[config.mk]
export PLATFORM = sky130hd
export DESIGN_NAME = ts_cc_monitor_flat
export DESIGN_NICKNAME = d
export VERILOG_FILES = /design/src/rtl/ts_cc_monitor_if.sv /design/src/rtl/ts_cc_monitor.sv /design/src/flat_wrapper.sv
export SDC_FILE = /design/constraint.sdc
export NUM_CORES = 1
export LEC_CHECK = 0
export CELL_PAD_IN_SITES_DETAIL_PLACEMENT = 0
export CELL_PAD_IN_SITES_GLOBAL_PLACEMENT = 1
export CORE_MARGIN = 2
export CORE_UTILIZATION = 38
export CTS_BUF_LIST = sky130_fd_sc_hd__clkbuf_4
export CTS_CLUSTER_SIZE = 16
export DETAILED_ROUTE_END_ITERATION = 7
export HOLD_SLACK_MARGIN = 0.08
export PLACE_DENSITY_LB_ADDON = 0.1
export SLEW_MARGIN = 20
export SYNTH_ARGS = -nofsm -noshare
export SYNTH_HDL_FRONTEND = slang
export SYNTH_SLANG_ARGS = --single-unit
[constraint.sdc]
create_clock -name clk -period 2.5 [get_ports clk]
set_input_delay 0.25 -clock clk [delete_from_list [all_inputs] [get_ports clk]]
set_output_delay 0.25 -clock clk [all_outputs]
set_load 0.01 [all_outputs]
[src/rtl/ts_cc_monitor_if.sv]
// Bus bundle for ts_cc_monitor: byte stream in, PID configuration, clear,
// and the per-slot continuity status returned by the monitor.
interface ts_cc_monitor_if #(
    parameter int NUM_PID   = 4,
    parameter int ERR_CNT_W = 16
);
    logic [7:0]                   data_in;
    logic                         data_in_en;
    logic [13*NUM_PID-1:0]        pid_cfg;
    logic [NUM_PID-1:0]           pid_en;
    logic                         clr;
    logic [NUM_PID-1:0]           cc_err_flag;
    logic [ERR_CNT_W*NUM_PID-1:0] cc_err_cnt;
    logic                         sync_err;
    logic                         ts_strobe;

    modport master (
        output data_in, data_in_en, pid_cfg, pid_en, clr,
        input  cc_err_flag, cc_err_cnt, sync_err, ts_strobe
    );

    modport slave (
        input  data_in, data_in_en, pid_cfg, pid_en, clr,
        output cc_err_flag, cc_err_cnt, sync_err, ts_strobe
    );
endinterface

[src/rtl/ts_cc_monitor.sv]
// MPEG-TS continuity-counter monitor with NUM_PID independent PID slots.
// Define TS_CC_DUP_ALLOW_EN to accept one duplicate CC per slot without error.
module ts_cc_monitor #(
    parameter int NUM_PID   = 4,
    parameter int HDR_LEN   = 6,
    parameter int ERR_CNT_W = 16
) (
    input  logic           clk,
    input  logic           rst,
    ts_cc_monitor_if.slave bus
);

    localparam logic [5:0] HDR_LAST = 6'(HDR_LEN - 1);
    localparam logic [7:0] TS_LAST  = 8'd187;

    typedef enum logic [2:0] {
        S_IDLE,
        S_HDR,
        S_TS_HEAD,
        S_TS_BODY,
        S_DROP
    } state_t;

    state_t     state_q, state_d;
    logic [5:0] hdr_cnt_q, hdr_cnt_d;
    logic [7:0] ts_idx_q, ts_idx_d;
    logic [4:0] pid_hi_q, pid_hi_d;
    logic [7:0] pid_lo_q, pid_lo_d;
    logic       wait_low_q, wait_low_d;
    logic       sync_err_q, sync_err_d;
    logic       ts_strobe_q;
    logic       ts_eval;

    // Byte framing: header skip, then 188-byte packets back to back.
    always_comb begin
        state_d    = state_q;
        hdr_cnt_d  = hdr_cnt_q;
        ts_idx_d   = ts_idx_q;
        pid_hi_d   = pid_hi_q;
        pid_lo_d   = pid_lo_q;
        wait_low_d = wait_low_q;
        sync_err_d = 1'b0;
        ts_eval    = 1'b0;
        if (!bus.data_in_en) begin
            state_d    = S_IDLE;
            hdr_cnt_d  = '0;
            ts_idx_d   = '0;
            wait_low_d = 1'b0;
        end else begin
            unique case (state_q)
                S_IDLE: begin
                    if (!wait_low_q) begin
                        if (HDR_LAST == 6'd0) begin
                            state_d   = S_TS_HEAD;
                            hdr_cnt_d = '0;
                        end else begin
                            state_d   = S_HDR;
                            hdr_cnt_d = 6'd1;
                        end
                        ts_idx_d = '0;
                    end
                end
                S_HDR: begin
                    if (hdr_cnt_q == HDR_LAST) begin
                        state_d   = S_TS_HEAD;
                        hdr_cnt_d = '0;
                        ts_idx_d  = '0;
                    end else begin
                        hdr_cnt_d = hdr_cnt_q + 6'd1;
                    end
                end
                S_TS_HEAD: begin
                    unique case (ts_idx_q[1:0])
                        2'd0: begin
                            if (bus.data_in != 8'h47) begin
                                sync_err_d = 1'b1;
                                state_d    = S_DROP;
                                ts_idx_d   = '0;
                            end else begin
                                ts_idx_d = 8'd1;
                            end
                        end
                        2'd1: begin
                            pid_hi_d = bus.data_in[4:0];
                            ts_idx_d = 8'd2;
                        end
                        2'd2: begin
                            pid_lo_d = bus.data_in;
                            ts_idx_d = 8'd3;
                        end
                        default: begin
                            ts_eval  = 1'b1;
                            state_d  = S_TS_BODY;
                            ts_idx_d = 8'd4;
                        end
                    endcase
                end
                S_TS_BODY: begin
                    if (ts_idx_q == TS_LAST) begin
                        state_d  = S_TS_HEAD;
                        ts_idx_d = '0;
                    end else begin
                        ts_idx_d = ts_idx_q + 8'd1;
                    end
                end
                S_DROP: begin
                    state_d = S_DROP;
                end
                default: begin
                    state_d = S_IDLE;
                end
            endcase
        end
    end

    // A reset mid-burst must not resynchronise onto the tail of that burst.
    always_ff @(posedge clk) begin
        if (rst) begin
            state_q     <= S_IDLE;
            hdr_cnt_q   <= '0;
            ts_idx_q    <= '0;
            wait_low_q  <= 1'b1;
            sync_err_q  <= 1'b0;
            ts_strobe_q <= 1'b0;
        end else begin
            state_q     <= state_d;
            hdr_cnt_q   <= hdr_cnt_d;
            ts_idx_q    <= ts_idx_d;
            wait_low_q  <= wait_low_d;
            sync_err_q  <= sync_err_d;
            ts_strobe_q <= ts_eval;
        end
    end

    always_ff @(posedge clk) begin
        pid_hi_q <= pid_hi_d;
        pid_lo_q <= pid_lo_d;
    end

    logic [12:0]                 pid_w;
    logic [3:0]                  cc_w;
    logic [12:0]                 cfg_k;
    logic                        err_k;
    logic [13*NUM_PID-1:0]       pid_cfg_q;
    logic [NUM_PID-1:0]          flag_q, flag_d;
    logic [NUM_PID-1:0]          valid_q, valid_d;
    logic [3:0]                  prev_q [NUM_PID];
    logic [3:0]                  prev_d [NUM_PID];
    logic [ERR_CNT_W-1:0]        cnt_q  [NUM_PID];
    logic [ERR_CNT_W-1:0]        cnt_d  [NUM_PID];
`ifdef TS_CC_DUP_ALLOW_EN
    logic [NUM_PID-1:0]          dup_q, dup_d;
`endif

    assign pid_w = {pid_hi_q, pid_lo_q};
    assign cc_w  = bus.data_in[3:0];

    // Per-slot continuity check, evaluated in the cycle carrying byte 3.
    always_comb begin
        flag_d  = flag_q;
        valid_d = valid_q;
        prev_d  = prev_q;
        cnt_d   = cnt_q;
        cfg_k   = '0;
        err_k   = 1'b0;
`ifdef TS_CC_DUP_ALLOW_EN
        dup_d   = dup_q;
`endif
        for (int k = 0; k < NUM_PID; k++) begin
            cfg_k = bus.pid_cfg[13*k +: 13];
            err_k = 1'b0;
            if (ts_eval && bus.pid_en[k] && (pid_w != 13'h1FFF) &&
                (pid_w == cfg_k) && bus.data_in[4]) begin
                prev_d[k]  = cc_w;
                valid_d[k] = 1'b1;
                if (!valid_q[k] || (cc_w == prev_q[k] + 4'd1)) begin
`ifdef TS_CC_DUP_ALLOW_EN
                    dup_d[k] = 1'b0;
                end else if ((cc_w == prev_q[k]) && !dup_q[k]) begin
                    dup_d[k] = 1'b1;
                end else begin
                    err_k    = 1'b1;
                    dup_d[k] = (cc_w == prev_q[k]);
                end
`else
                end else begin
                    err_k = 1'b1;
                end
`endif
            end
            if (err_k) begin
                flag_d[k] = 1'b1;
                if (cnt_q[k] != {ERR_CNT_W{1'b1}}) begin
                    cnt_d[k] = cnt_q[k] + ERR_CNT_W'(1);
                end
            end
            if (!bus.pid_en[k] || (cfg_k != pid_cfg_q[13*k +: 13])) begin
                valid_d[k] = 1'b0;
`ifdef TS_CC_DUP_ALLOW_EN
                dup_d[k]   = 1'b0;
`endif
            end
            if (bus.clr) begin
                flag_d[k]  = 1'b0;
                valid_d[k] = 1'b0;
                cnt_d[k]   = '0;
`ifdef TS_CC_DUP_ALLOW_EN
                dup_d[k]   = 1'b0;
`endif
            end
        end
    end

    always_ff @(posedge clk) begin
        if (rst) begin
            flag_q  <= '0;
            valid_q <= '0;
            for (int k = 0; k < NUM_PID; k++) begin
                cnt_q[k] <= '0;
            end
`ifdef TS_CC_DUP_ALLOW_EN
            dup_q   <= '0;
`endif
        end else begin
            flag_q  <= flag_d;
            valid_q <= valid_d;
            cnt_q   <= cnt_d;
`ifdef TS_CC_DUP_ALLOW_EN
            dup_q   <= dup_d;
`endif
        end
    end

    always_ff @(posedge clk) begin
        prev_q    <= prev_d;
        pid_cfg_q <= bus.pid_cfg;
    end

    assign bus.cc_err_flag = flag_q;
    assign bus.sync_err    = sync_err_q;
    assign bus.ts_strobe   = ts_strobe_q;

    for (genvar g = 0; g < NUM_PID; g++) begin : g_cnt_out
        assign bus.cc_err_cnt[ERR_CNT_W*g +: ERR_CNT_W] = cnt_q[g];
    end

endmodule

[src/flat_wrapper.sv]
// flat-port wrapper written by rule: the top's interface ports become plain ports
module ts_cc_monitor_flat 
#(
    parameter int NUM_PID   = 4,
    parameter int HDR_LEN   = 6,
    parameter int ERR_CNT_W = 16
)
  (clk, rst, bus_data_in, bus_data_in_en, bus_pid_cfg, bus_pid_en, bus_clr, bus_cc_err_flag, bus_cc_err_cnt, bus_sync_err, bus_ts_strobe);
  ts_cc_monitor_if #(.NUM_PID(NUM_PID), .ERR_CNT_W(ERR_CNT_W)) bus_i ();
  input  logic clk;
  input  logic rst;
  input wire logic [$bits(bus_i.data_in)-1:0] bus_data_in;
  input wire logic [$bits(bus_i.data_in_en)-1:0] bus_data_in_en;
  input wire logic [$bits(bus_i.pid_cfg)-1:0] bus_pid_cfg;
  input wire logic [$bits(bus_i.pid_en)-1:0] bus_pid_en;
  input wire logic [$bits(bus_i.clr)-1:0] bus_clr;
  output wire logic [$bits(bus_i.cc_err_flag)-1:0] bus_cc_err_flag;
  output wire logic [$bits(bus_i.cc_err_cnt)-1:0] bus_cc_err_cnt;
  output wire logic [$bits(bus_i.sync_err)-1:0] bus_sync_err;
  output wire logic [$bits(bus_i.ts_strobe)-1:0] bus_ts_strobe;
  assign bus_i.data_in = bus_data_in;
  assign bus_i.data_in_en = bus_data_in_en;
  assign bus_i.pid_cfg = bus_pid_cfg;
  assign bus_i.pid_en = bus_pid_en;
  assign bus_i.clr = bus_clr;
  assign bus_cc_err_flag = bus_i.cc_err_flag;
  assign bus_cc_err_cnt = bus_i.cc_err_cnt;
  assign bus_sync_err = bus_i.sync_err;
  assign bus_ts_strobe = bus_i.ts_strobe;
  ts_cc_monitor #(.NUM_PID(NUM_PID), .HDR_LEN(HDR_LEN), .ERR_CNT_W(ERR_CNT_W)) u_core (.clk(clk), .rst(rst), .bus(bus_i));
endmodule
Word level (Yosys, flattened, before mapping)
Cells that the tools add are included.
- add/subtract/negate cells: 10
- mux-type cells: 27
- reduce and logical (&&, ||, !) cells: 54
- equality and inequality tests: 31
- bitwise logic cells: 3
- operator list (cell ; count):
    $add A16 B1 Y16 const B ; 4
    $ne A16 B16 Y1 const B ; 4
    $eq A13 B13 Y1 ; 4
    $ne A13 B13 Y1 ; 4
    $pmux W8 S4 ; 1
    $mux W8 ; 3
    $add A4 B1 Y4 const B ; 4
    $eq A4 B4 Y1 ; 4
    $logic_and A1 B1 Y1 ; 16
    $pmux W3 S5 ; 1
    $reduce_or A3 Y1 ; 5
    $mux W1 ; 13
    $ne A13 B13 Y1 const B ; 1
    $mux W3 ; 4
    $mux W6 ; 2
    $pmux W6 S2 ; 1
    $reduce_and A2 Y1 ; 5
    $pmux W3 S3 ; 1
    $reduce_and A3 Y1 ; 3
    $add A8 B1 Y8 const B ; 1
    $eq A8 B8 Y1 const B ; 1
    $logic_not A1 Y1 ; 8
    $logic_or A1 B1 Y1 ; 8
    $ne A8 B7 Y1 const B ; 1
    19 further kinds ; 26
- register bits after elaboration: 173
- input port bits: 68
- word-level logic and storage cells: 150
- output and inout bits: 70

Longest topological paths before layout
Gate-level depths: netlist (run 1).
- depth after elaboration: 11
- mapped depth: 9
- gate-level depth less buffers: 8

Worst setup path before layout (run 1)
No wires, ideal clock.
- path type: register to register
- from: register u_core.pid_lo_q[5]
- to: register u_core.cnt_q, in the netlist u_core.bus.cc_err_cnt[46]
- required time: 2368 ps
- clock period less this slack: 2388 ps
- path buffers: 2
- stages on the path, launching flop included: 9
- arrival: 2256 ps
- library setup time: 132 ps
- setup slack: 112 ps
- cell sequence: edfxtp_1 buf_2 xor2_1 nor4_1 nand4_1 or4_4 buf_6 o41ai_1 a21oi_1
- cells in the longest elaborated chain, start to end: 6
- elaborated cells on any way between the ends: 7
- classes of those cells: 2 x eq/ne; 1 x mux; 4 x reduce/logical
- RTL lines (element ; RTL line ; text):
    from (decl) ; ts_cc_monitor.sv:28 ; logic [7:0] pid_lo_q, pid_lo_d;
    from (signal assigned) ; ts_cc_monitor.sv:137 ; pid_lo_q <= pid_lo_d;
    $ne A13 B13 Y1 ; ts_cc_monitor.sv:172 ; if (ts_eval && bus.pid_en[k] && (pid_w != 13'h1FFF) &&
    $logic_and A1 B1 Y1 ; ts_cc_monitor.sv:172 ;
    $logic_and A1 B1 Y1 (*) ; ts_cc_monitor.sv:172 ;
    $logic_and A1 B1 Y1 (*) ; ts_cc_monitor.sv:173 ; (pid_w == cfg_k) && bus.data_in[4]) begin
    $mux W1 (*) ; ts_cc_monitor.sv:172 ;
    $reduce_and A2 Y1 (no line) (*) ; n/a ;
    to (signal assigned) ; ts_cc_monitor.sv:227 ; cnt_q <= cnt_d;
    to (decl) ; ts_cc_monitor.sv:149 ; logic [ERR_CNT_W-1:0] cnt_q [NUM_PID];
Mark *: on every way between the ends. The rest lies on a longest branch, timed or not.
A chain may end at the register's enable or synchronous reset.

Worst setup path in the final report (run 1)
- from: register u_core.pid_hi_q[0]
- to: register u_core.cnt_q, in the netlist u_core.bus.cc_err_cnt[40]
- cells in the longest elaborated chain, start to end: 6
- elaborated cells on any way between the ends: 7
- classes of those cells: 2 x eq/ne; 1 x mux; 4 x reduce/logical
- RTL lines (element ; RTL line ; text):
    from (decl) ; ts_cc_monitor.sv:27 ; logic [4:0] pid_hi_q, pid_hi_d;
    from (signal assigned) ; ts_cc_monitor.sv:136 ; pid_hi_q <= pid_hi_d;
    $ne A13 B13 Y1 ; ts_cc_monitor.sv:172 ;
    $logic_and A1 B1 Y1 ; ts_cc_monitor.sv:172 ;
    $logic_and A1 B1 Y1 (*) ; ts_cc_monitor.sv:172 ;
    $logic_and A1 B1 Y1 (*) ; ts_cc_monitor.sv:173 ;
    $mux W1 (*) ; ts_cc_monitor.sv:172 ;
    $reduce_and A2 Y1 (no line) (*) ; n/a ;
Marks and branches as above.

==> results of run 1 <==
==> registers in the layout, indices dropped and copies added (netlist names) <==
signal and cells:
u_core.wait_low_q 1, u_core.bus.cc_err_flag 4, u_core.hdr_cnt_q 6, u_core.pid_hi_q 5, u_core.bus.cc_err_cnt 64, u_core.bus.sync_err 1
u_core.prev_q 16, u_core.ts_idx_q 8, u_core.bus.ts_strobe 1, u_core.valid_q 4, u_core.pid_cfg_q 52, u_core.pid_lo_q 8
u_core.state_q 3
==> synthesized netlist by cell type, drive strengths merged (2+ instances only) <==
| cell | number |
|---|---|
| o31ai | 7 |
| edfxtp | 29 |
| clkbuf | 25 |
| a31oi | 4 |
| a211oi | 2 |
| o211ai | 2 |
| xor2 | 43 |
| o21a | 4 |
| nand2b | 4 |
| a31o | 2 |
| nor2b | 6 |
| nand2 | 42 |
| nand4 | 46 |
| inv | 18 |
| a21oi | 62 |
| or2 | 4 |
| nor4 | 18 |
| nor4bb | 2 |
| o41a | 2 |
| mux2i | 6 |
| a21o | 2 |
| and3 | 15 |
| ha | 15 |
| or4 | 12 |
| buf | 9 |
| and4 | 4 |
| nand3 | 41 |
| nor3 | 11 |
| xnor2 | 91 |
| o21ai | 48 |
| dfxtp | 144 |
| or3 | 42 |
| xnor3 | 2 |
| nor4b | 2 |
| nor3b | 2 |
| nand4b | 3 |
| or3b | 2 |
| nor2 | 50 |
| and2 | 8 |
==> routing by layer <==
metal	global-route usage [%]	vias to the layer above	wire length (um)
met2	31.8	128	10200
met5	0	-	0
li1	-	3522	-
met1	26.2	3232	10100
met4	5.71	0	338
met3	4.80	22	977
==> timing repair <==
item,4_1_cts,5_1_grt
pin swaps,3,17
gates cloned,1,1
setup buffers,4,6
endpoints found under the setup margin,33,50
resized for setup,5,20
==> path summary, 6_finish.rpt <==
check / startpoint / end / slack, ns / depth (start not counted)
max: u_core.pid_hi_q[0]$_DFFE_PP_ / u_core.bus.cc_err_cnt[40]$_SDFFE_PP0P_ / 0.01 / 7
min: bus_pid_cfg[25] / u_core.pid_cfg_q[25]$_DFF_P_ / 0.21 / 1
min reg2reg: u_core.bus.cc_err_flag[3]$_SDFFE_PP0P_ / u_core.bus.cc_err_flag[3]$_SDFFE_PP0P_ / 0.47 / 2
max reg2reg: u_core.pid_hi_q[0]$_DFFE_PP_ / u_core.bus.cc_err_cnt[40]$_SDFFE_PP0P_ / 0.01 / 7
==> metrics by stage <==
stage	area, um^2	TNS [ns]	instances	hold slack (ns)
6_report	10900	0	1368	0.214
4_1_cts	10800	0	1359	0.175
3_3_place_gp	10400	-8.45	1322	0.448
2_1_floorplan	8030	0	842	0.278
3_5_place_dp	10400	-7.60	1322	0.462
5_1_grt	10900	-0.321	1368	0.152
==> critical path: cells and delay by family, from the launching register on <==
family / cells / cell delay [ns]
AOI/OAI and AO/OA: 1 / 0.14
xor gates and xnor gates: 1 / 0.22
buffers and inverters: 1 / 0.16
DFF: 1 / 0.54
and+or+nand+nor: 4 / 1.37
==> cell families after synthesis <==
logic type / share of synthesized area, %
compound gates: 10.3
xor+xnor: 15.2
fa+ha+maj: 2.34
buf+inv: 2.73
flops: 46.7
mux: 0.748
simple gates: 22.0
==> power by group through the flow <==
stage               clock (mW)  sequential [mW]  combinational, mW
floorplan                    0             2.96              0.196
global placement             0             2.96              0.464
detailed placement           0             2.96              0.464
CTS                       1.89             2.90              0.468
global route              2.01             2.91              0.507
finish                    1.82             2.90              0.465
==> layout make-up <==
class                   count  area (um^2)  share of cell area, %
well taps                 275          344                   3.15
diodes                      2         5.00                 0.0459
clock buffers              18          135                   1.24
clock inverters            14          193                   1.77
inverters                  18         67.6                  0.619
multi-input cells         619         4160                   38.2
flip-flops and latches    173         3750                   34.4
repair buffers            249         2250                   20.6
==> impl_metrics.xml, run 1 <==
<?xml version="1.0" encoding="UTF-8"?>
<metrics>
  <group name="finish">
    <metric name="nNetsFinal" unit="">1161</metric>
    <metric name="final_layout_size_suffix_gt1_share" unit="%">15.9</metric>
    <metric name="most_common_library_cell_in_the_layout_ignoring_fill_and_taps" unit="">dfxtp_1</metric>
    <metric name="highest_count_cells_in_the_layout_ignoring_fill_and_taps" unit="">dfxtp_1, clkdlybuf4s50_1, buf_4</metric>
    <metric name="layout_filler_cell_count" unit="">2005</metric>
    <metric name="utilization" unit="%">52.2</metric>
    <metric name="area.growth.synth_to_final" unit="%">35.8</metric>
  </group>
  <group name="sta">
    <metric name="worstMarginPinSlew" unit="ns">0.572</metric>
    <metric name="clock_tree_skew_after_final_layout" unit="ns">0.0280</metric>
    <metric name="setup_ws" unit="ns">0.0131</metric>
    <metric name="rsz0062_at_grt" unit="">yes</metric>
    <metric name="timing_max_transition_violations_final" unit="">0</metric>
    <metric name="min_period" unit="ns">2.49</metric>
    <metric name="finalCritPeriodShare" unit="%">99.5</metric>
    <metric name="number_of_hold_violations_in_the_final_report" unit="">0</metric>
    <metric name="fmax" unit="MHz">402</metric>
    <metric name="finalSetupViolCount" unit="">0</metric>
    <metric name="rel_slew_slack" unit="%">61.4</metric>
  </group>
  <group name="grt">
    <metric name="via_count_of_the_first_global_routing_pass" unit="">6526</metric>
    <metric name="grt_use_total" unit="%">19.7</metric>
    <metric name="grt_pass1_wl" unit="mm">34.5</metric>
    <metric name="number_of_antenna_violations_at_the_first_check_in_global_routing" unit="">2</metric>
    <metric name="grt_overflow_total" unit="">0</metric>
    <metric name="grt_max_degree" unit="">45</metric>
  </group>
  <group name="yosys">
    <metric name="synth.avg_cell_area" unit="um^2">9.54</metric>
    <metric name="synth_top_area_share" unit="%">35.9</metric>
    <metric name="count_of_state_elements_after_synthesis" unit="">173</metric>
    <metric name="ys_top_cells_by_area" unit="">dfxtp_1, edfxtp_1, xnor2_1</metric>
    <metric name="yosysWarningCount" unit="">0</metric>
    <metric name="asyncSetResetFlopFracSynth" unit="%">0</metric>
    <metric name="synth_nets" unit="">925</metric>
    <metric name="count_of_cell_types_in_the_netlist" unit="">56</metric>
    <metric name="synth_edf_count" unit="">29</metric>
    <metric name="syn_area" unit="mm^2">0.00803</metric>
    <metric name="synth_area_leader_cell" unit="">dfxtp_1</metric>
    <metric name="synth_flop_cell" unit="">dfxtp_1</metric>
    <metric name="sequential_cell_area_fraction_in_the_yosys_report" unit="%">46.7</metric>
    <metric name="post_synth_inst_count" unit="">842</metric>
  </group>
  <group name="critical_path">
    <metric name="critPathMaxStageDelay" unit="ns">0.54</metric>
    <metric name="cp_data_arrival_time" unit="ns">3.00</metric>
    <metric name="setup.worst_path.end_class" unit="">flip-flop</metric>
    <metric name="worstPathRequired" unit="ns">3.01</metric>
    <metric name="critical_path.cell_chain" unit="">xor2_1 -&gt; nor4_1 -&gt; nand4_1 -&gt; buf_6 -&gt; or4_4 -&gt; or4_1 -&gt; a21oi_1</metric>
    <metric name="worst_setup_path_start_kind" unit="">flip-flop</metric>
    <metric name="timing.critical_path.fanout_max" unit="">8</metric>
    <metric name="path_class" unit="">reg -&gt; reg</metric>
    <metric name="critPathSlowestCell" unit="">edfxtp_1</metric>
  </group>
  <group name="clocking">
    <metric name="cts-buffers-inserted" unit="">17</metric>
    <metric name="htreeDepth" unit="">4</metric>
    <metric name="clock_tree.root_cell" unit="">clkbuf_4</metric>
    <metric name="max_buffers_root_to_sink" unit="">2</metric>
    <metric name="ctsHoldBuffers" unit="">0</metric>
    <metric name="cts_tree" unit="">yes</metric>
    <metric name="clk_pin_slew_worst_paths" unit="ns">0.15</metric>
    <metric name="worstSkewPairLatency" unit="ns">0.57</metric>
    <metric name="cts.sinks" unit="">173</metric>
  </group>
  <group name="route">
    <metric name="drt_pre_antenna_iters" unit="">6</metric>
    <metric name="via_count" unit="">6904</metric>
    <metric name="drt_wl_total" unit="mm">21.6</metric>
    <metric name="route.detailed.wl_per_inst" unit="um">15.8</metric>
    <metric name="antenna_left" unit="">0</metric>
    <metric name="drt_drc_violations_left" unit="">0</metric>
    <metric name="dr.first_iter.drc_count" unit="">273</metric>
    <metric name="via_to_cell_ratio" unit="">5.05</metric>
  </group>
  <group name="pwr">
    <metric name="totalPowerFinal" unit="mW">5.19</metric>
    <metric name="power.switching" unit="mW">1.24</metric>
    <metric name="peakVddDrop" unit="V">0.000295</metric>
    <metric name="cellPowerDensity" unit="mW/mm^2">476</metric>
    <metric name="comb_power_share" unit="%">9.0</metric>
    <metric name="seq_power_share" unit="%">55.9</metric>
    <metric name="clkPwrFrac" unit="%">35.1</metric>
    <metric name="internal-power" unit="mW">3.95</metric>
    <metric name="sw_frac_of_total" unit="%">23.9</metric>
    <metric name="p_leak" unit="nW">3.77</metric>
  </group>
  <group name="die">
    <metric name="die_w" unit="um">149</metric>
    <metric name="placementRows" unit="">53</metric>
    <metric name="core_region_area" unit="mm^2">0.0209</metric>
    <metric name="die_ht" unit="um">149</metric>
    <metric name="boundaryPins" unit="">138</metric>
    <metric name="die-area" unit="mm^2">0.0223</metric>
    <metric name="initial_utilization" unit="%">38.4</metric>
  </group>
  <group name="place">
    <metric name="dpl.hpwl" unit="mm">16.5</metric>
    <metric name="placer_congestion" unit="">0.827</metric>
    <metric name="dpl_worst_slack" unit="ns">-0.461</metric>
    <metric name="numPortBuffers" unit="">137</metric>
  </group>
  <group name="job">
    <metric name="max-cap-violations" unit="">0</metric>
  </group>
  <group name="status">
    <metric name="status" unit="">finished clean</metric>
  </group>
  <group name="worst_hold_path">
    <metric name="hp-class" unit="">in -&gt; reg</metric>
  </group>
</metrics>
Note: power is estimated with default switching activity, not from simulation.
==> inputs of run 2 (changes only) <==
--- a/config.mk
+++ b/config.mk
@@ -8,10 +8,13 @@
 export CELL_PAD_IN_SITES_DETAIL_PLACEMENT = 0
 export CELL_PAD_IN_SITES_GLOBAL_PLACEMENT = 1
 export CORE_MARGIN = 2
-export CORE_UTILIZATION = 38
+export CORE_UTILIZATION = 46
 export CTS_BUF_LIST = sky130_fd_sc_hd__clkbuf_4
+export CTS_CLUSTER_DIAMETER = 120
 export CTS_CLUSTER_SIZE = 16
 export DETAILED_ROUTE_END_ITERATION = 7
+export DONT_BUFFER_PORTS = 1
+export GPL_TIMING_DRIVEN = 0
 export HOLD_SLACK_MARGIN = 0.08
 export PLACE_DENSITY_LB_ADDON = 0.1
 export SLEW_MARGIN = 20
==> run 2 against run 1 <==
Effect of this change: the run now ends with setup timing left; routed wire length grew 4.8%; register-to-register slack worse by 0.09 ns; sequential share of layout area grew 2.9 points; critical endpoint is now u_core.bus.cc_err_cnt[41]$_SDFFE_PP0P_; largest cell class unchanged; largest power group unchanged.
==> impl_metrics.xml, run 2 (synthesis gave the netlist of run 1 again) <==
<?xml version="1.0" encoding="UTF-8"?>
<metrics>
  <group name="die">
    <metric name="die_w" unit="um">136</metric>
    <metric name="boundaryPins" unit="">138</metric>
    <metric name="core_region_area" unit="mm^2">0.0172</metric>
    <metric name="initial_utilization" unit="%">46.8</metric>
    <metric name="placementRows" unit="">48</metric>
    <metric name="die_ht" unit="um">136</metric>
    <metric name="die-area" unit="mm^2">0.0185</metric>
  </group>
  <group name="worst_hold_path">
    <metric name="timing.hold.worst_path_depth" unit="">1</metric>
    <metric name="min_delay_worst_endpoint" unit="">u_core.pid_lo_q[3]$_DFFE_PP_</metric>
    <metric name="hp-class" unit="">in -&gt; reg</metric>
    <metric name="hold_start" unit="">bus_data_in_en</metric>
  </group>
  <group name="critical_path">
    <metric name="worst_setup_path_start_kind" unit="">flip-flop</metric>
    <metric name="setup.worst_path.end_class" unit="">flip-flop</metric>
    <metric name="worstPathRequired" unit="ns">3.01</metric>
    <metric name="r2r_slack" unit="ns">-0.08</metric>
    <metric name="cp_data_arrival_time" unit="ns">3.09</metric>
    <metric name="crit-reg2reg-launch" unit="">u_core.pid_lo_q[5]$_DFFE_PP_</metric>
    <metric name="timing.critical_path.fanout_max" unit="">5</metric>
    <metric name="path_class" unit="">reg -&gt; reg</metric>
    <metric name="reg2reg_to" unit="">u_core.bus.cc_err_cnt[41]$_SDFFE_PP0P_</metric>
    <metric name="reg2reg_depth" unit="">9</metric>
  </group>
  <group name="clocking">
    <metric name="clk_pin_slew_worst_paths" unit="ns">0.15</metric>
    <metric name="htreeDepth" unit="">4</metric>
    <metric name="cts.sinks" unit="">173</metric>
    <metric name="worstSkewPairLatency" unit="ns">0.57</metric>
    <metric name="cts-buffers-inserted" unit="">17</metric>
    <metric name="max_buffers_root_to_sink" unit="">2</metric>
    <metric name="clock_tree.root_cell" unit="">clkbuf_4</metric>
    <metric name="cts_tree" unit="">yes</metric>
  </group>
  <group name="finish">
    <metric name="nNetsFinal" unit="">1051</metric>
    <metric name="final_layout_size_suffix_gt1_share" unit="%">16.2</metric>
    <metric name="area.growth.synth_to_final" unit="%">25.6</metric>
    <metric name="stdcell_count" unit="">1207</metric>
    <metric name="most_common_library_cell_in_the_layout_ignoring_fill_and_taps" unit="">dfxtp_1</metric>
    <metric name="largest_reg_flops" unit="">64</metric>
    <metric name="utilization" unit="%">58.7</metric>
    <metric name="design_area" unit="mm^2">0.0101</metric>
    <metric name="highest_count_cells_in_the_layout_ignoring_fill_and_taps" unit="">dfxtp_1, xnor2_1, dlygate4sd3_1</metric>
  </group>
  <group name="status">
    <metric name="status" unit="">finished, violations left</metric>
    <metric name="violations" unit="">setup timing</metric>
  </group>
  <group name="route">
    <metric name="dr.first_iter.drc_count" unit="">281</metric>
    <metric name="drt_pre_antenna_iters" unit="">4</metric>
    <metric name="antenna_left" unit="">0</metric>
    <metric name="route.detailed.wl_per_inst" unit="um">18.8</metric>
    <metric name="drt_wl_total" unit="mm">22.6</metric>
    <metric name="drt_drc_violations_left" unit="">0</metric>
    <metric name="via_count" unit="">6878</metric>
    <metric name="via_to_cell_ratio" unit="">5.70</metric>
  </group>
  <group name="sta">
    <metric name="rel_slew_slack" unit="%">38.2</metric>
    <metric name="hold_ws" unit="ns">0.118</metric>
    <metric name="setup_ws" unit="ns">-0.0798</metric>
    <metric name="timing_max_transition_violations_final" unit="">0</metric>
    <metric name="min_period" unit="ns">2.58</metric>
    <metric name="finalCritPeriodShare" unit="%">103</metric>
    <metric name="finalSetupViolCount" unit="">7</metric>
    <metric name="rsz0062_at_grt" unit="">yes</metric>
    <metric name="number_of_hold_violations_in_the_final_report" unit="">0</metric>
    <metric name="clock_tree_skew_after_final_layout" unit="ns">0.0205</metric>
    <metric name="worstMarginPinSlew" unit="ns">0.922</metric>
    <metric name="fmax" unit="MHz">388</metric>
  </group>
  <group name="place">
    <metric name="dpl_cell_area" unit="mm^2">0.00831</metric>
    <metric name="placer_congestion" unit="">0.808</metric>
    <metric name="numPortBuffers" unit="">0</metric>
    <metric name="dpl.hpwl" unit="mm">15.1</metric>
    <metric name="place.detailed.instances" unit="">1067</metric>
  </group>
  <group name="job">
    <metric name="max-cap-violations" unit="">0</metric>
  </group>
  <group name="grt">
    <metric name="grt_max_degree" unit="">17</metric>
    <metric name="grt_use_total" unit="%">23.8</metric>
    <metric name="via_count_of_the_first_global_routing_pass" unit="">6695</metric>
    <metric name="number_of_antenna_violations_at_the_first_check_in_global_routing" unit="">1</metric>
    <metric name="grt_overflow_total" unit="">0</metric>
    <metric name="grt_pass1_wl" unit="mm">34.0</metric>
  </group>
  <group name="pwr">
    <metric name="totalPowerFinal" unit="mW">5.28</metric>
    <metric name="peakVddDrop" unit="V">0.000278</metric>
    <metric name="cellPowerDensity" unit="mW/mm^2">523</metric>
    <metric name="p_leak" unit="nW">3.40</metric>
  </group>
</metrics>
run 2: power by group:
group | internal (mW) | switching (mW)
sequential | 2.88 | 0.0264
combinational | 0.200 | 0.184
clock | 1.02 | 0.964
total | 4.10 | 1.17
run 2: critical path, cell delays in order (launching register included):
cell and delay [ns]:
edfxtp_1 0.41, buf_6 0.15, xor2_1 0.16, nor4_2 0.33
nand4_1 0.17, buf_6 0.17, or4_4 0.53, buf_6 0.14
or3_4 0.32, a21oi_2 0.13
run 2: how the worst max path moves through the flow:
stage                                  from                                endpoint  slack (ns)
6_report       u_core.pid_lo_q[5]$_DFFE_PP_  u_core.bus.cc_err_cnt[41]$_SDFFE_PP0P_       -0.08
5_1_grt        u_core.pid_lo_q[5]$_DFFE_PP_  u_core.bus.cc_err_cnt[41]$_SDFFE_PP0P_       -0.17
4_1_cts        u_core.pid_lo_q[6]$_DFFE_PP_  u_core.bus.cc_err_cnt[41]$_SDFFE_PP0P_       -0.04
3_5_place_dp   u_core.pid_lo_q[0]$_DFFE_PP_   u_core.bus.cc_err_cnt[8]$_SDFFE_PP0P_       -0.64
3_3_place_gp   u_core.pid_lo_q[0]$_DFFE_PP_  u_core.bus.cc_err_cnt[11]$_SDFFE_PP0P_       -0.57
2_1_floorplan  u_core.pid_lo_q[5]$_DFFE_PP_  u_core.bus.cc_err_cnt[46]$_SDFFE_PP0P_        0.11
run 2: final cells by class:
class	instances	area, um^2
Clock buffer	20	150
Timing Repair Buffer	118	1090
Fill cell	1545	7090
Clock inverter	12	216
Tap cell	225	282
Sequential cell	173	3760
Multi-Input combinational cell	617	4370
Inverter	18	67.6
Buffer	23	145
Antenna cell	1	2.50
run 2: timing repair:
| action | 4_1_cts | 5_1_grt |
|---|---|---|
| endpoints found under the setup margin | 62 | 51 |
| hold buffers | 68 | 0 |
| endpoints found under the hold margin | 101 | 0 |
| buffers inserted | 27 | 19 |
| gates resized for setup | 29 | 75 |
| pin swaps | 20 | 42 |
| cloned | 2 | 2 |
run 2: through the flow:
step                setup TNS [ns]  setup slack [ns]
floorplan                        0             0.112
global placement            -17.84            -0.570
detailed placement          -19.95            -0.644
CTS                         -0.173           -0.0368
global route                 -1.61            -0.174
finish                      -0.319           -0.0798
run 2: layer usage:
| layer | wire length (um) | track usage, % | up-vias | share of wire (%) |
|---|---|---|---|---|
| li1 | - | - | 3309 | - |
| met1 | 9500 | 28.4 | 3361 | 42 |
| met2 | 11300 | 41.1 | 168 | 50 |
| met3 | 1320 | 6.52 | 40 | 5.8 |
| met4 | 535 | 8.45 | 0 | 2.4 |
| met5 | 0 | 0 | - | 0 |
==> inputs of run 3 (changes only) <==
--- a/config.mk
+++ b/config.mk
@@ -5,18 +5,19 @@
 export SDC_FILE = /design/constraint.sdc
 export NUM_CORES = 1
 export LEC_CHECK = 0
-export CELL_PAD_IN_SITES_DETAIL_PLACEMENT = 0
-export CELL_PAD_IN_SITES_GLOBAL_PLACEMENT = 1
+export CELL_PAD_IN_SITES_DETAIL_PLACEMENT = 1
+export CELL_PAD_IN_SITES_GLOBAL_PLACEMENT = 2
 export CORE_MARGIN = 2
-export CORE_UTILIZATION = 46
+export CORE_UTILIZATION = 37
 export CTS_BUF_LIST = sky130_fd_sc_hd__clkbuf_4
 export CTS_CLUSTER_DIAMETER = 120
 export CTS_CLUSTER_SIZE = 16
 export DETAILED_ROUTE_END_ITERATION = 7
 export DONT_BUFFER_PORTS = 1
-export GPL_TIMING_DRIVEN = 0
+export GPL_TIMING_DRIVEN = 1
 export HOLD_SLACK_MARGIN = 0.08
 export PLACE_DENSITY_LB_ADDON = 0.1
+export SETUP_SLACK_MARGIN = 0.3
 export SLEW_MARGIN = 20
 export SYNTH_ARGS = -nofsm -noshare
 export SYNTH_HDL_FRONTEND = slang
==> run 3 against run 2 <==
Effect of this change: the run still ends with setup timing left; clock power shrank 13%; critical path type unchanged; highest routed layer unchanged; die area up 24%; largest power group unchanged; combinational power rose by 7.6%.
==> impl_metrics.xml, run 3 (synthesis gave the netlist of run 1 again) <==
<?xml version="1.0" encoding="UTF-8"?>
<metrics>
  <group name="clocking">
    <metric name="cts_tree" unit="">yes</metric>
    <metric name="clock_tree.root_cell" unit="">clkbuf_4</metric>
    <metric name="worstSkewPairLatency" unit="ns">0.61</metric>
    <metric name="clk_pin_slew_worst_paths" unit="ns">0.18</metric>
    <metric name="htreeDepth" unit="">4</metric>
    <metric name="max_buffers_root_to_sink" unit="">2</metric>
    <metric name="cts-buffers-inserted" unit="">17</metric>
    <metric name="cts.sinks" unit="">173</metric>
  </group>
  <group name="finish">
    <metric name="stdcell_count" unit="">1307</metric>
    <metric name="most_common_library_cell_in_the_layout_ignoring_fill_and_taps" unit="">dfxtp_1</metric>
    <metric name="layout_filler_cell_count" unit="">2361</metric>
    <metric name="utilization" unit="%">51.9</metric>
    <metric name="highest_count_cells_in_the_layout_ignoring_fill_and_taps" unit="">dfxtp_1, xnor2_1, dlygate4sd3_1</metric>
    <metric name="nNetsFinal" unit="">1099</metric>
    <metric name="area.growth.synth_to_final" unit="%">36.6</metric>
    <metric name="largest_reg_flops" unit="">64</metric>
    <metric name="final_layout_size_suffix_gt1_share" unit="%">25.7</metric>
  </group>
  <group name="sta">
    <metric name="number_of_hold_violations_in_the_final_report" unit="">0</metric>
    <metric name="timing_max_transition_violations_final" unit="">0</metric>
    <metric name="finalSetupViolCount" unit="">13</metric>
    <metric name="hold_ws" unit="ns">0.141</metric>
    <metric name="finalCritPeriodShare" unit="%">103</metric>
    <metric name="min_period" unit="ns">2.59</metric>
    <metric name="setup_ws" unit="ns">-0.0867</metric>
    <metric name="rel_slew_slack" unit="%">51.3</metric>
    <metric name="setup_total_negative_slack" unit="ns">-0.718</metric>
    <metric name="worstMarginPinSlew" unit="ns">0.730</metric>
    <metric name="fmax" unit="MHz">387</metric>
    <metric name="clock_tree_skew_after_final_layout" unit="ns">0.0355</metric>
    <metric name="rsz0062_at_grt" unit="">yes</metric>
  </group>
  <group name="job">
    <metric name="max-cap-violations" unit="">0</metric>
  </group>
  <group name="critical_path">
    <metric name="reg2reg_to" unit="">u_core.bus.cc_err_cnt[3]$_SDFFE_PP0P_</metric>
    <metric name="crit-reg2reg-launch" unit="">u_core.pid_lo_q[1]$_DFFE_PP_</metric>
    <metric name="worstPathRequired" unit="ns">3.04</metric>
    <metric name="timing.critical_path.buf_inv" unit="">4</metric>
    <metric name="reg2reg_depth" unit="">10</metric>
    <metric name="critPathMaxStageDelay" unit="ns">0.44</metric>
    <metric name="critPathSlowestCell" unit="">edfxtp_1</metric>
    <metric name="path_class" unit="">reg -&gt; reg</metric>
    <metric name="critical_path.cell_chain" unit="">buf_4 -&gt; xnor2_1 -&gt; nand4_1 -&gt; nor4_4 -&gt; buf_4 -&gt; nand4_1 -&gt; buf_6 -&gt; buf_6 -&gt; or3_4 -&gt; a21oi_2</metric>
    <metric name="worst_setup_path_start_kind" unit="">flip-flop</metric>
    <metric name="cp_data_arrival_time" unit="ns">3.13</metric>
    <metric name="r2r_slack" unit="ns">-0.09</metric>
    <metric name="cp_top_family" unit="">simple AND/OR/NAND/NOR gates</metric>
    <metric name="setup.worst_path.end_class" unit="">flip-flop</metric>
    <metric name="timing.critical_path.fanout_max" unit="">5</metric>
  </group>
  <group name="place">
    <metric name="dpl.hpwl" unit="mm">17.7</metric>
    <metric name="place.detailed.instances" unit="">1139</metric>
    <metric name="dpl_worst_slack" unit="ns">-0.0897</metric>
    <metric name="numPortBuffers" unit="">0</metric>
    <metric name="placer_congestion" unit="">0.841</metric>
  </group>
  <group name="worst_hold_path">
    <metric name="hold_start" unit="">bus_data_in_en</metric>
    <metric name="hp-class" unit="">in -&gt; reg</metric>
    <metric name="timing.hold.worst_path_depth" unit="">5</metric>
    <metric name="min_delay_worst_endpoint" unit="">u_core.bus.cc_err_cnt[15]$_SDFFE_PP0P_</metric>
  </group>
  <group name="route">
    <metric name="via_count" unit="">7204</metric>
    <metric name="route.detailed.wl_per_inst" unit="um">21.9</metric>
    <metric name="routed.top_layer" unit="">met4</metric>
    <metric name="met3WireLength" unit="mm">1.49</metric>
    <metric name="drt_drc_violations_left" unit="">0</metric>
    <metric name="antenna_left" unit="">0</metric>
    <metric name="wl_met1" unit="mm">11.5</metric>
    <metric name="drt_pre_antenna_iters" unit="">4</metric>
    <metric name="met2_wirelength" unit="mm">14.7</metric>
    <metric name="drt_wl_total" unit="mm">28.6</metric>
    <metric name="via_to_cell_ratio" unit="">5.51</metric>
    <metric name="dr.first_iter.drc_count" unit="">293</metric>
  </group>
  <group name="die">
    <metric name="die-area" unit="mm^2">0.0229</metric>
    <metric name="core_region_area" unit="mm^2">0.0212</metric>
    <metric name="initial_utilization" unit="%">38.0</metric>
    <metric name="die_w" unit="um">151</metric>
    <metric name="placementRows" unit="">53</metric>
    <metric name="boundaryPins" unit="">138</metric>
    <metric name="die_ht" unit="um">151</metric>
  </group>
  <group name="status">
    <metric name="status" unit="">finished, violations left</metric>
    <metric name="violations" unit="">setup timing</metric>
  </group>
  <group name="grt">
    <metric name="grt_overflow_total" unit="">0</metric>
    <metric name="grt_max_degree" unit="">31</metric>
    <metric name="grt_use_total" unit="%">24.1</metric>
    <metric name="number_of_antenna_violations_at_the_first_check_in_global_routing" unit="">4</metric>
    <metric name="via_count_of_the_first_global_routing_pass" unit="">7771</metric>
    <metric name="grt_pass1_wl" unit="mm">42.1</metric>
  </group>
  <group name="pwr">
    <metric name="cellPowerDensity" unit="mW/mm^2">461</metric>
    <metric name="peakVddDrop" unit="V">0.000243</metric>
    <metric name="p_leak" unit="nW">3.84</metric>
  </group>
</metrics>
run 3: worst register-to-register path, cell delays in order, from the launching register on:
cell and delay [ns]:
edfxtp_1 0.44, buf_4 0.19, xnor2_1 0.30, nand4_1 0.23, nor4_4 0.29, buf_4 0.18
nand4_1 0.15, buf_6 0.19, buf_6 0.13, or3_4 0.33, a21oi_2 0.13
run 3: through the flow:
| stage | power, mW | area (um^2) |
|---|---|---|
| 6_report | 5.06 | 11000 |
| 5_1_grt | 5.26 | 11000 |
| 4_1_cts | 5.03 | 10200 |
| 3_5_place_dp | 3.20 | 8640 |
| 3_3_place_gp | 3.19 | 8640 |
| 2_1_floorplan | 3.16 | 8060 |
run 3: where the power goes:
group	internal (mW)	total (mW)	leakage (nW)	switching, mW
combinational	0.214	0.413	2.23	0.199
clock	0.476	1.74	0.162	1.27
sequential	2.88	2.91	1.44	0.0273
run 3: repair_timing:
action / CTS / global route
setup buffers: 32 / 20
hold buffers: 73 / 0
endpoints found under the hold margin: 96 / 0
endpoints found under the setup margin: 79 / 84
gates resized for setup: 67 / 123
cloned: 6 / 2
pin swaps: 50 / 63
run 3: how the worst max path moves through the flow:
stage / to / cells past startpoint / from
final: u_core.bus.cc_err_cnt[3]$_SDFFE_PP0P_ / 10 / u_core.pid_lo_q[1]$_DFFE_PP_
after global routing: u_core.bus.cc_err_cnt[3]$_SDFFE_PP0P_ / 10 / u_core.pid_lo_q[1]$_DFFE_PP_
after CTS: u_core.bus.cc_err_cnt[11]$_SDFFE_PP0P_ / 9 / u_core.pid_lo_q[2]$_DFFE_PP_
after detailed placement: u_core.bus.cc_err_cnt[11]$_SDFFE_PP0P_ / 9 / u_core.pid_lo_q[0]$_DFFE_PP_
after global placement: u_core.bus.cc_err_cnt[11]$_SDFFE_PP0P_ / 9 / u_core.pid_lo_q[2]$_DFFE_PP_
after floorplan: u_core.bus.cc_err_cnt[46]$_SDFFE_PP0P_ / 8 / u_core.pid_lo_q[5]$_DFFE_PP_
run 3: cell type report:
cell class              count  area, um^2  area share (%)
flip-flops and latches    173        3760            34.2
multi-input cells         620        4750            43.3
diodes                      3        7.51          0.0684
inverters                  18        67.6           0.616
repair buffers            186        1750            15.9
well taps                 275         344            3.14
clock inverters            15         170            1.55
clock buffers              17         128            1.16
run 3: metal layers:
| metal | up-vias | GRT usage, % |
|---|---|---|
| met3 | 62 | 6.30 |
| li1 | 3401 | - |
| met4 | 0 | 8.83 |
| met5 | - | 0 |
| met1 | 3561 | 27.8 |
| met2 | 180 | 42.9 |
